File: src/rtl/dual_key_debounce.sv
// Two-channel synchroniser + debouncer feeding the and_gate A/B inputs.
// Define DBNC_PRESS_PULSE_EN to add registered one-cycle press pulses per channel.
module dual_key_debounce #(
    parameter int CNT_MAX     = 999_999,
    parameter int SYNC_STAGES = 2
) (
    input  logic sys_clk,
    input  logic sys_rst,
    input  logic key_a_raw,
    input  logic key_b_raw,
    output logic key_a,
    output logic key_b,
    output logic a_press,
    output logic b_press
);
    localparam int CW = (CNT_MAX > 1) ? $clog2(CNT_MAX) : 1;
    localparam logic [CW-1:0] CNT_LAST = CW'(CNT_MAX - 1);

    logic [1:0] raw_vec;
    logic [1:0] key_vec;
    logic [1:0] press_vec;

    assign raw_vec = {key_b_raw, key_a_raw};

    genvar gi;
    generate
        for (gi = 0; gi < 2; gi++) begin : g_ch
            logic [SYNC_STAGES-1:0] sync_q;
            logic [SYNC_STAGES-1:0] sync_d;
            logic [CW-1:0]          cnt_q;
            logic [CW-1:0]          cnt_d;
            logic                   key_q;
            logic                   key_d;
            logic                   s;

            assign s = sync_q[SYNC_STAGES-1];

            // Any cycle where s agrees with key clears the count, so bounces never accumulate.
            always_comb begin
                sync_d = {sync_q[SYNC_STAGES-2:0], raw_vec[gi]};
                cnt_d  = '0;
                key_d  = key_q;
                if (s != key_q) begin
                    if (cnt_q == CNT_LAST) begin
                        key_d = s;
                    end else begin
                        cnt_d = cnt_q + 1'b1;
                    end
                end
            end

            always_ff @(posedge sys_clk or posedge sys_rst) begin
                if (sys_rst) begin
                    sync_q <= '0;
                    cnt_q  <= '0;
                    key_q  <= 1'b0;
                end else begin
                    sync_q <= sync_d;
                    cnt_q  <= cnt_d;
                    key_q  <= key_d;
                end
            end

            assign key_vec[gi] = key_q;

`ifdef DBNC_PRESS_PULSE_EN
            logic key_prev_q;
            logic key_prev_d;
            logic press_q;
            logic press_d;

            // Pulse lands one edge after key rises: compare key against its delayed copy.
            always_comb begin
                key_prev_d = key_q;
                press_d    = key_q & ~key_prev_q;
            end

            always_ff @(posedge sys_clk or posedge sys_rst) begin
                if (sys_rst) begin
                    key_prev_q <= 1'b0;
                    press_q    <= 1'b0;
                end else begin
                    key_prev_q <= key_prev_d;
                    press_q    <= press_d;
                end
            end

            assign press_vec[gi] = press_q;
`else
            assign press_vec[gi] = 1'b0;
`endif
        end
    endgenerate

    assign key_a   = key_vec[0];
    assign key_b   = key_vec[1];
    assign a_press = press_vec[0];
    assign b_press = press_vec[1];

endmodule
File: config.mk
export PLATFORM = sky130hd
export DESIGN_NAME = dual_key_debounce
export DESIGN_NICKNAME = d
export VERILOG_FILES = /design/src/rtl/dual_key_debounce.sv
export SDC_FILE = /design/constraint.sdc
export NUM_CORES = 1
export LEC_CHECK = 0
export CAP_MARGIN = 20
export CORE_ASPECT_RATIO = 1.4
export CORE_MARGIN = 2
export CORE_UTILIZATION = 50
export DETAILED_ROUTE_END_ITERATION = 6
export HOLD_SLACK_MARGIN = 0.15
export PLACE_DENSITY_LB_ADDON = 0.1
export SYNTH_ARGS = -nofsm -noshare
export SYNTH_HDL_FRONTEND = slang
export SYNTH_SLANG_ARGS = --single-unit
File: constraint.sdc
create_clock -name sys_clk -period 2.5 [get_ports sys_clk]
set_input_delay 0.375 -clock sys_clk [delete_from_list [all_inputs] [get_ports sys_clk]]
set_output_delay 0.375 -clock sys_clk [all_outputs]
set_load 0.02 [all_outputs]
==> flow_metrics.py, run 1 <==
metrics = {
    "run_status": {
        "status": "completed",
    },
    "power_and_ir_drop": {
        "power_density_mw_per_mm2": 520,
        "peakVddDrop_mv": 0.368,
        "p_leak_nw": 1.01,
        "p_total_mw": 1.28,
    },
    "floorplanning": {
        "dieArea_mm2": 0.00507,
        "ios": 8,
        "rows": 28,
        "die_h_um": 83.5,
        "start_util_pct": 52.8,
        "coreArea_mm2": 0.00427,
        "die_x_um": 60.8,
    },
    "sta": {
        "finalCritPeriodShare_pct": 82.6,
        "rsz0062_at_grt": "no",
        "setup_tns_ps": 0,
        "hold_viol": 0,
        "period_needed_ps": 2060,
        "skew_ps": 13.3,
        "max_freq_ghz": 0.484,
        "maxSlewHeadroom_pct": 41.2,
        "drv_slew": 0,
        "fin_ws_ps": 436,
        "tightest_slew_ps": 876,
        "setup_violations": 0,
    },
    "grt": {
        "grt_usage_pct": 19.4,
        "grt_pass1_vias": 1684,
        "grt_max_degree": 25,
        "antenna_found_initial": 0,
        "overflow": 0,
        "grt_pass1_wl_mm": 7.45,
    },
    "worst_hold_path": {
        "hold_class": "flip-flop to flip-flop",
    },
    "yosys": {
        "yosysUniqueCellTypes": 33,
        "netlist_area_mm2": 0.00225,
        "synth_top_area_share_pct": 51.1,
        "synthTopCellsByArea": "dfrtp_1 (51%), xnor2_1 (6.2%), nor2_1 (5.3%)",
        "ys_seq_area_share_pct": 51.1,
        "synthFlopType": "dfrtp_1",
        "synth-seq-cells": 46,
        "synth_edf_count": 0,
        "async_reset_ff_share_pct": 100,
        "ys.warnings.count": 0,
        "yosys.area.top_type": "dfrtp_1",
        "synth.avg_cell_area_um2": 9.98,
        "synth_cells": 226,
    },
    "place": {
        "dp_slack_ps": 476,
        "gp_congestion": 0.861,
        "dp_hpwl_mm": 3.17,
        "numPortBuffers": 5,
    },
    "clocking": {
        "clkTransAtPathRegs_ps": 90,
        "cts_made_buffers": 5,
        "h-tree-depth": 2,
        "cts_tree": "done",
        "cts_setup_buffers": 0,
        "root_buffer": "clkbuf_8",
        "holdBufCountCts": 0,
        "cts_resized": 0,
        "ctsLongestPathBuffers": 2,
        "clock_latency_ps": 300,
        "cts.sinks": 46,
    },
    "worst_setup_path": {
        "required_ps": 2660,
        "cp-start-kind": "flip-flop",
        "ff2ff_setup_slack_ps": 440,
        "cp_max_fo": 20,
        "crit_arrival_ps": 2220,
        "endpoint_kind": "flip-flop",
        "criticalPathCategory": "flip-flop to flip-flop",
    },
    "final_layout": {
        "drive_gt1_share_pct": 8.15,
        "final_nets": 240,
        "area_delta_synth_final_pct": 8.88,
        "antenna_cells": 0,
    },
    "flow_run": {
        "max-cap-violations": 0,
    },
    "route": {
        "drt-total-wl_mm": 4.31,
        "wl_per_cell_um": 14.7,
        "vias": 1671,
        "drc": 0,
        "drt_iter0_drc": 59,
        "firstDrtPassIters": 4,
        "postRouteAntennaNets": 0,
        "via_per_inst": 5.70,
    },
}
-- worst max-delay path: stages, from the launching register on --
cell     delay, ps
dfrtp_1        450
or4b_2         690
nor3_1         220
a31o_2         460
a21oi_1        110
-- power breakdown --
part	switching, mW	internal [mW]
sequential	0.0129	0.754
combinational	0.0402	0.0196
clock	0.252	0.196
total	0.305	0.970
-- synth_stat cells, types with 2 or more instances --
cell type  instances
a21oi_1           10
and2_1             2
and3_1             4
buf_2              4
buf_4              2
clkbuf_1           3
dfrtp_1           46
ha_1               4
inv_1              8
mux2_2             2
nand2_1           12
nand3_1           13
nand4_1            7
nand4_2            2
nor2_1            32
nor3_1             5
nor4_1             7
nor4b_1            2
o21ai_0            9
o31ai_1            2
or3_1              9
or4_1              3
or4b_2             2
xnor2_1           16
xor2_1            12
-- per-layer routing --
metal | vias to the layer above | part of all wire [%] | track usage [%]
met5 | - | 0 | 0
met4 | 0 | 2.6 | 9.49
met2 | 30 | 58 | 33.6
li1 | 793 | - | -
met3 | 12 | 2.8 | 4.03
met1 | 836 | 37 | 21.6
-- registers in the layout, summed over array words and instances, names as in the netlist --
register / cells
g_ch.cnt_q: 40
g_ch.sync_q: 4
key_a: 1
key_b: 1
-- cell type report --
type / instances / area (um^2)
repair buffers: 7 / 77.6
inverters: 8 / 30.0
fillers: 401 / 1820
flip-flops and latches: 46 / 1150
clock buffers: 5 / 68.8
clock inverters: 3 / 21.3
well taps: 60 / 75.1
multi-input cells: 164 / 1030
-- path summary, 6_finish.rpt --
| kind | startpoint | to | cells after the start |
|---|---|---|---|
| max reg2reg | g_ch[0].cnt_q[12] | g_ch[0].cnt_q[13] | 4 |
| max | g_ch[0].cnt_q[12] | g_ch[0].cnt_q[13] | 4 |
| min in group asynchronous | sys_rst | g_ch[0].sync_q[1] | 2 |
| min reg2reg | g_ch[0].sync_q[0] | g_ch[0].sync_q[1] | 0 |
| min | g_ch[0].sync_q[0] | g_ch[0].sync_q[1] | 0 |
| max in group asynchronous | sys_rst | g_ch[1].cnt_q[18] | 3 |
-- cell usage in the layout, fill, tap and decap left out, drive strengths merged, types with 2 or more instances in the layout --
cell type      instances
nand2                 12
nor4                   7
o31ai                  2
xnor2                 16
or3                    9
clkinv                 3
and4                   2
mux2                   2
xor2                  12
buf                    2
nand3                 13
conb                   2
nor4b                  2
or4b                   3
o21ai                  9
nor3                   5
clkdlybuf4s50          5
nand4                 10
or4                    3
dfrtp                 46
inv                    7
a21oi                 10
ha                     4
and2                   2
clkbuf                 5
nor2                  32
and3                   4
-- kinds of logic (layout without fill, tap and decap cells) --
group | count (synthesis) | after routing | share of synthesized area, %
AOI/OAI and AO/OA | 22 | 22 | 5.27
xor gates and xnor gates | 28 | 28 | 10.9
adders and majority gates | 4 | 4 | 2.22
buffers and inverters | 17 | 23 | 3.38
DFF | 46 | 46 | 51.1
muxes | 2 | 2 | 0.999
other | 1 | 2 | 0.166
and+or+nand+nor | 106 | 106 | 26.0
-- through the flow --
step | instance area (um^2) | cells | hold slack (ps) | utilization [%]
2_1_floorplan | 2260 | 227 | 331 | -
3_3_place_gp | 2360 | 285 | 334 | 55.3
3_5_place_dp | 2360 | 285 | 342 | 55.3
4_1_cts | 2450 | 293 | 362 | 57.4
5_1_grt | 2450 | 293 | 355 | 57.4
6_report | 2450 | 293 | 353 | 57.4
(Power assumes the default switching activity.)
==> run 2, diff against run 1 <==
clock period = 1.8 ns   (was 2.5 ns; I/O delays follow)
==> flow_metrics.py, run 2 (same netlist as run 1, synthesis figures left out) <==
metrics = {
    "run_status": {
        "status": "completed",
    },
    "worst_setup_path": {
        "cp_slowest_cell": "or4_1",
        "timing.rr.end": "g_ch[0].cnt_q[18]",
        "path_cells": "buf_4 > nand3_1 > buf_4 > or3_1 > or4_1 > a21oi_1",
        "cp-start-kind": "flip-flop",
        "cp_top_family": "simple AND/OR/NAND/NOR gates",
        "crit_arrival_ps": 1960,
        "crit_path_max_incr_delay_ps": 410,
        "r2r_start": "g_ch[0].cnt_q[10]",
        "cp.depth": 6,
        "cp_max_fo": 4,
        "ff2ff_setup_slack_ps": 70,
        "required_ps": 2030,
        "r2r_cells": 6,
        "endpoint_kind": "flip-flop",
        "criticalPathCategory": "flip-flop to flip-flop",
        "crit_top_cell": "buf_4",
        "critPathBufInv": 2,
    },
    "power_and_ir_drop": {
        "p_switching_uw": 428,
        "p_leak_nw": 1.20,
        "power_frac_clock_pct": 39.5,
        "seq_power_share_pct": 54.9,
        "power_density_mw_per_mm2": 699,
        "p_int_mw": 1.51,
        "switching_share_pct": 22.1,
        "pwr-share-comb_pct": 5.6,
        "peakVddDrop_mv": 0.533,
        "p_total_mw": 1.94,
    },
    "grt": {
        "grt_max_degree": 47,
        "grt_usage_pct": 20.0,
        "overflow": 0,
        "grt_pass1_vias": 1831,
        "antenna_found_initial": 0,
        "grt_pass1_wl_mm": 7.83,
    },
    "final_layout": {
        "largest_reg_flops": 40,
        "ff_latch_area_mm2": 0.00115,
        "final_nets": 272,
        "regMostFlops": "g_ch.cnt_q",
        "layout_common_cells": "dfrtp_1 (46), nor2_1 (32), buf_4 (30), xnor2_1 (16), nand3_1 (13)",
        "utilization_pct": 64.8,
        "mostFrequentLayoutCell": "dfrtp_1",
        "top_regs": "g_ch.cnt_q (40), g_ch.sync_q (4)",
        "num-fill-cells": 353,
        "drive_gt1_share_pct": 21.1,
        "multiInputGateArea_mm2": 0.00105,
        "antenna_cells": 0,
        "area_delta_synth_final_pct": 22.9,
    },
    "sta": {
        "setup_tns_ps": 0,
        "finalCritPeriodShare_pct": 96.0,
        "drv_slew": 0,
        "period_needed_ps": 1730,
        "fin_ws_ps": 71.4,
        "skew_ps": 10.8,
        "setup_violations": 0,
        "hold_viol": 0,
        "rsz0062_at_grt": "no",
        "max_freq_ghz": 0.579,
        "hold_ws_ps": 302,
    },
    "route": {
        "drt_iter0_drc": 80,
        "vias": 1784,
        "drc": 0,
        "postRouteAntennaNets": 0,
        "drt-total-wl_mm": 4.76,
        "firstDrtPassIters": 4,
        "wl_per_cell_um": 14.6,
        "via_per_inst": 5.49,
    },
    "clocking": {
        "ctsLongestPathBuffers": 2,
        "cts_tree": "done",
        "cts_made_buffers": 5,
        "root_buffer": "clkbuf_8",
        "clkTransAtPathRegs_ps": 90,
        "cts.sinks": 46,
        "clock_latency_ps": 300,
        "h-tree-depth": 2,
    },
    "floorplanning": {
        "die_h_um": 83.5,
        "die_x_um": 60.8,
        "ios": 8,
        "rows": 28,
        "start_util_pct": 52.8,
        "dieArea_mm2": 0.00507,
        "coreArea_mm2": 0.00427,
    },
    "flow_run": {
        "max-cap-violations": 0,
    },
    "place": {
        "dp_hpwl_mm": 3.38,
        "numPortBuffers": 5,
        "dp_slack_ps": -7.61,
        "gp_congestion": 0.845,
    },
    "worst_hold_path": {
        "hold_class": "input port to asynchronous set/reset pin",
    },
}
## run 2: how the worst max path moves through the flow
stage / startpoint / end / slack, ps
2_1_floorplan: g_ch[1].cnt_q[2] / g_ch[1].cnt_q[17] / 10
4_1_cts: g_ch[1].cnt_q[5] / g_ch[1].cnt_q[19] / 6
6_report: g_ch[0].cnt_q[10] / g_ch[0].cnt_q[18] / 70
3_3_place_gp: g_ch[0].cnt_q[12] / g_ch[0].cnt_q[14] / 60
3_5_place_dp: g_ch[0].cnt_q[12] / g_ch[0].cnt_q[6] / -8
5_1_grt: g_ch[1].cnt_q[9] / g_ch[1].cnt_q[19] / 6
## run 2: routing by layer
metal	routed length (um)	vias up	part of all wire (%)	track usage (%)
li1	-	864	-	-
met1	1830	880	38	21.3
met2	2700	28	57	36.4
met3	102	12	2.1	3.88
met4	123	0	2.6	8.50
met5	0	-	0	0
## run 2: through the flow
stage,instance area [um^2],cells
after floorplan,2260,227
after global placement,2590,315
after detailed placement,2590,315
after CTS,2710,323
after global routing,2770,325
final,2770,325
## run 2: worst register-to-register path, delay by kind of cell, from the launching register on
family                 cells  cell delay (ps)
AOI/OAI and AO/OA          1              150
DFF                        1              370
and+or+nand+nor            3              850
buffers and inverters      2              280
## run 2: layout make-up
type	instances	area share, %
inverter	8	1.08
timing repair buffer	39	12.5
clock inverter	3	1.58
clock buffer	5	2.48
tap	60	2.71
sequential	46	41.6
multi-input combinational	164	38.1
## run 2: what timing repair did
item	4_1_cts	5_1_grt
hold buffers	0	0
setup buffers	0	1
endpoints found under the setup margin	14	35
gates cloned	0	1
gates resized for setup	1	8
pin swaps	0	1
## run 2: power by group through the flow
stage	Clock, mW	Sequential [mW]	Combinational (mW)
finish	0.765	1.06	0.108
global route	0.841	1.07	0.121
CTS	0.799	1.06	0.101
detailed placement	0	1.08	0.0999
global placement	0	1.08	0.0968
floorplan	0	1.08	0.0605
==> variant 1, RTL diff (settings of run 1) <==
`CNT_MAX`: 999_999 -> 499_999.
--- a/src/rtl/dual_key_debounce.sv
+++ b/src/rtl/dual_key_debounce.sv
@@ -3,3 +3,3 @@
 module dual_key_debounce #(
-    parameter int CNT_MAX     = 999_999,
+    parameter int CNT_MAX     = 499_999,
     parameter int SYNC_STAGES = 2
Check against the original RTL: same outputs for any inputs over 10 cycles, from zero or initial values and one cycle with sys_rst high; that may be too few to reach the edited logic, so the function may still have changed.
==> variant 1 against run 1 <==
  * Combinational power fell by 5.0%
  * Area after synthesis fell by 4.4%
  * Cell area fell by 2.9%
  * Critical endpoint is now g_ch[0].cnt_q[18]$_DFF_PP0_
  * Sequential cell count fell by 2
  * Wire length fell by 5.5%
  * Sequential power fell by 4.2%
  * Synthesized cell count fell by 4.9%
  * Power rose by 3.8%
  * Non-clock buffer count rose by 2
  * Setup slack improved by 170 ps
  * Via count fell by 4.9%
==> variant 1: results (changes against run 1) <==
grt_pass1_vias: 1597  # was 1684
grt_pass1_wl_mm: 7.03  # was 7.45 mm
cp.arrival_ps: 2080  # was 2220 ps
finClkSkew_ps: 7.65  # was 13.3 ps
wirelength_mm: 4.08  # was 4.31 mm
status: "finished clean"  # unchanged
num_vias: 1589  # was 1671
fillers: 363  # was 401
cpPeakStageDelay_ps: 530  # was 690 ps
ys_top_cells_by_count: "dfrtp_1 (44), nor2_1 (36), xnor2_1 (19), nand3_1 (13), nor4_1 (11)"  # was dfrtp_1 (46), nor2_1 (32), xnor2_1 (16), nand3_1 (13)
post-dp-hpwl_mm: 2.95  # was 3.17 mm
final_layout_size_suffix_gt1_frac: 0.0877  # was 0.0815
ys_seq_area_frac: 0.511  # about the same
top_regs: "g_ch.cnt_q x38, g_ch.sync_q x4"  # was g_ch.cnt_q x40, g_ch.sync_q x4
worst_r2r_path_depth: 5  # was 4
hold_end: "g_ch[1].sync_q[1]$_DFF_PP0_"  # was g_ch[0].sync_q[1]$_DFF_PP0_
synthDistinctLibCells: 37  # was 33
fin_nets: 235  # was 240
place_area_um2: 2280  # was 2360 um^2
powerComb_mw: 0.0568  # was 0.0598 mW
ir_drop_mv: 0.289  # was 0.368 mV
globalplace.congestion: 0.842  # was 0.861
track_usage: 0.193  # was 0.194
slowest_stage: "nor4_1"  # was or4b_2
critPathMaxFanout: 7  # was 20
ys_top_cells_by_area: "dfrtp_1 (51%), xnor2_1 (7.7%), nor2_1 (6.3%)"  # was dfrtp_1 (51%), xnor2_1 (6.2%), nor2_1 (5.3%)
r2r-end: "g_ch[0].cnt_q[18]$_DFF_PP0_"  # was g_ch[0].cnt_q[13]$_DFF_PP0_
p_leak_nw: 0.949  # was 1.01 nW
grt_start_max_net_pins: 27  # was 25
holdCritStartpoint: "g_ch[1].sync_q[0]$_DFF_PP0_"  # was g_ch[0].sync_q[0]$_DFF_PP0_
drt_iter0_drc: 83  # was 59
switching_share: 0.215  # was 0.239
tightest_slew_ps: 637  # was 876 ps
==> variant 1: cell types whose count changed in the layout (fill, tap and decap cells not counted), sizes merged, moves of 3 or more <==
cell / before / now
and3: 4 / 1
xnor2: 16 / 19
o21ai: 9 / 4
a21oi: 10 / 7
inv: 7 / 10
nor4: 7 / 11
or3: 9 / 5
nor2: 32 / 36
==> variant 1: cell families after synthesis <==
family | Yosys count | share of synthesized area
simple gates | 104 | 0.255
flops | 44 | 0.511
xor+xnor | 29 | 0.118
compound gates | 16 | 0.0482
buf+inv | 15 | 0.0325
fa+ha+maj | 4 | 0.0232
mux | 2 | 0.0104
other cells | 1 | 0.00174
==> variant 1: metal layers <==
metal  vias up  wire length, um  GRT usage
li1        773                -          -
met4         0              103      0.102
met2        21             2300      0.357
met5         -                0          0
met3        10               91     0.0299
met1       785             1590      0.204
==> variant 1: final cells by class <==
| class | instances | area (um^2) | share of cell area |
|---|---|---|---|
| inverters | 10 | 37.5 | 0.0157 |
| multi-input cells | 157 | 988 | 0.415 |
| clock inverters | 2 | 35.0 | 0.0147 |
| flip-flops and latches | 44 | 1100 | 0.462 |
| well taps | 45 | 56.3 | 0.0236 |
| repair buffers | 9 | 92.6 | 0.0388 |
| clock buffers | 6 | 72.6 | 0.0304 |
==> variant 1: critical path: cells and delay by family (launching register included) <==
| family | cells | cell delay, ps |
|---|---|---|
| DFF | 1 | 480 |
| and+or+nand+nor | 2 | 720 |
| AOI/OAI and AO/OA | 2 | 290 |
| adders and majority gates | 1 | 290 |
==> variant 1: worst max-delay path by stage <==
stage | start | to | slack (ps) | cells after the start
6_report | g_ch[0].cnt_q[0]$_DFF_PP0_ | g_ch[0].cnt_q[18]$_DFF_PP0_ | 600 | 5
5_1_grt | g_ch[0].cnt_q[0]$_DFF_PP0_ | g_ch[0].cnt_q[18]$_DFF_PP0_ | 410 | 5
4_1_cts | g_ch[0].cnt_q[0]$_DFF_PP0_ | g_ch[0].cnt_q[18]$_DFF_PP0_ | 600 | 5
3_5_place_dp | g_ch[0].cnt_q[0]$_DFF_PP0_ | g_ch[0].cnt_q[18]$_DFF_PP0_ | 620 | 5
3_3_place_gp | g_ch[1].cnt_q[8]$_DFF_PP0_ | g_ch[1].cnt_q[16]$_DFF_PP0_ | 670 | 4
2_1_floorplan | g_ch[1].cnt_q[0]$_DFF_PP0_ | g_ch[1].cnt_q[10]$_DFF_PP0_ | 550 | 7
==> variant 1: through the flow <==
stage                     std cells  power (mW)  setup slack (ps)  hold WS [ps]   util
after floorplan                 216       0.786               551           331      -
after global placement          265       0.805               674           333  0.546
after detailed placement        265       0.808               616           337  0.546
after CTS                       273        1.34               603           356  0.572
after global routing            273        1.38               408           366  0.572
final                           273        1.32               601           352  0.572
==> variant 2, RTL diff (config.mk and constraints of run 1) <==
Made on the original files. Put a register stage on the output `key_a`, with the module's reset. The value now appears one clock later. The other outputs are not delayed to match.
--- a/src/rtl/dual_key_debounce.sv
+++ b/src/rtl/dual_key_debounce.sv
@@ -94,3 +94,9 @@
 
-    assign key_a   = key_vec[0];
+    always_ff @(posedge sys_clk or posedge sys_rst) begin
+        if (sys_rst) begin
+            key_a <= '0;
+        end else begin
+            key_a <= key_vec[0];
+        end
+    end
     assign key_b   = key_vec[1];
Behaviour: no difference found for any inputs over 10 cycles, from zero or initial values and one cycle with sys_rst high; that may be too few to reach the edited logic, so the function may still have changed.
==> variant 2 against run 1 <==
  * Cell area grew 2.9%
  * Power increased by 16%
  * Wire length is 6.4% lower
  * Area after synthesis up 1.1%
  * Sequential cell count grew 1
  * Maximum frequency is 0.20% higher
  * Hold slack got worse by 7.5 ps
  * Setup slack improved by 4.1 ps
==> variant 2: results (changes against run 1) <==
status: "finished clean"  # unchanged
fmax_mhz: 485  # was 484 MHz
grt.overflow.total: 0  # unchanged
synth_flop_cell: "dfrtp_1"  # unchanged
dr.pass1.iters: 4  # unchanged
ys_top_cells_by_count: "dfrtp_1 (47), nor2_1 (32), xnor2_1 (16), nand3_1 (13)"  # was dfrtp_1 (46), nor2_1 (32), xnor2_1 (16), nand3_1 (13)
fillers: 382  # was 401
globalplace.congestion: 0.869  # was 0.861
fin_nets: 241  # was 240
hold_end: "g_ch[1].sync_q[1]$_DFF_PP0_"  # was g_ch[0].sync_q[1]$_DFF_PP0_
hp-class: "flip-flop to flip-flop"  # unchanged
synth_warnings: 0  # unchanged
relSlewSlack: 0.587  # was 0.412
wirelength_mm: 4.04  # was 4.31 mm
p_leak_nw: 1.04  # was 1.01 nW
holdCritStartpoint: "g_ch[1].sync_q[0]$_DFF_PP0_"  # was g_ch[0].sync_q[0]$_DFF_PP0_
r2r-end: "g_ch[0].cnt_q[4]$_DFF_PP0_"  # was g_ch[0].cnt_q[13]$_DFF_PP0_
cts_made_buffers: 5  # unchanged
ys_seq_area_frac: 0.516  # was 0.511
fp.coreArea_um2: 4460  # was 4270 um^2
grt_pass1_wl_mm: 7.07  # was 7.45 mm
finClkSkew_ps: 11.2  # was 13.3 ps
htree_num_levels: 2  # unchanged
track_usage: 0.181  # was 0.194
ys_top_cells_by_area: "dfrtp_1 (52%), xnor2_1 (6.1%), nor2_1 (5.3%)"  # was dfrtp_1 (51%), xnor2_1 (6.2%), nor2_1 (5.3%)
drt_iter0_drc: 53  # was 59
critPathMaxFanout: 20  # unchanged
synthDistinctLibCells: 33  # unchanged
final_layout_size_suffix_gt1_frac: 0.0769  # was 0.0815
p_switching_mw: 0.291  # was 0.305 mW
whs_ps: 345  # was 353 ps
post-dp-hpwl_mm: 2.93  # was 3.17 mm
cts_resized: 0  # unchanged
setup_viol: 0  # unchanged
port_buffers: 5  # unchanged
min_path_cells: 0  # unchanged
clk_pin_slew_ps: 80
ir_drop_mv: 0.594  # was 0.368 mV
criticalPathCategory: "flip-flop to flip-flop"  # unchanged
top_regs: "g_ch.cnt_q x40, g_ch.sync_q x4"  # unchanged
worst_r2r_path_depth: 4  # unchanged
cts.path.max_buffers: 2  # unchanged
grt_start_max_net_pins: 33  # was 25
avgViaCountPerCell: 5.53  # was 5.70
async_flop_share: 1.00  # unchanged
grt_pass1_vias: 1701  # was 1684
## variant 2: kinds of logic after synthesis
family / after synthesis / share of synthesized area
xor+xnor: 28 / 0.108
mux: 2 / 0.00988
simple gates: 106 / 0.257
fa+ha+maj: 4 / 0.0220
compound gates: 22 / 0.0521
buf+inv: 17 / 0.0335
other cells: 1 / 0.00164
flops: 47 / 0.516
## variant 2: per-layer routing
layer / wire (um) / track usage / vias to the layer above
met1: 1590 / 0.190 / 798
li1: - / - / 800
met2: 2250 / 0.316 / 32
met3: 101 / 0.0419 / 8
met4: 100 / 0.0929 / 0
met5: 0 / 0 / -
## variant 2: power groups by stage
stage	Clock (mW)	Combinational, mW	Sequential (mW)
floorplan	0	0.0438	0.795
global placement	0	0.0591	0.797
detailed placement	0	0.0602	0.798
CTS	0.660	0.0605	0.783
global route	0.697	0.0689	0.785
finish	0.639	0.0585	0.783
## variant 2: critical path: stages (launching register included)
cell	delay [ps]
dfrtp_1	440
or4b_2	680
nor3_1	250
a31o_2	460
nor2_1	100
## variant 2: final cells by class
class	count	area (um^2)	area share
well taps	62	77.6	0.0307
clock inverters	2	60.1	0.0238
inverters	8	30.0	0.0119
multi-input cells	164	1030	0.408
repair buffers	7	77.6	0.0307
flip-flops and latches	47	1180	0.466
clock buffers	6	72.6	0.0287
## variant 2: through the flow
stage | instance area, um^2 | std cells
3_3_place_gp | 2390 | 288
3_5_place_dp | 2390 | 288
5_1_grt | 2520 | 296
4_1_cts | 2520 | 296
2_1_floorplan | 2280 | 228
6_report | 2520 | 296
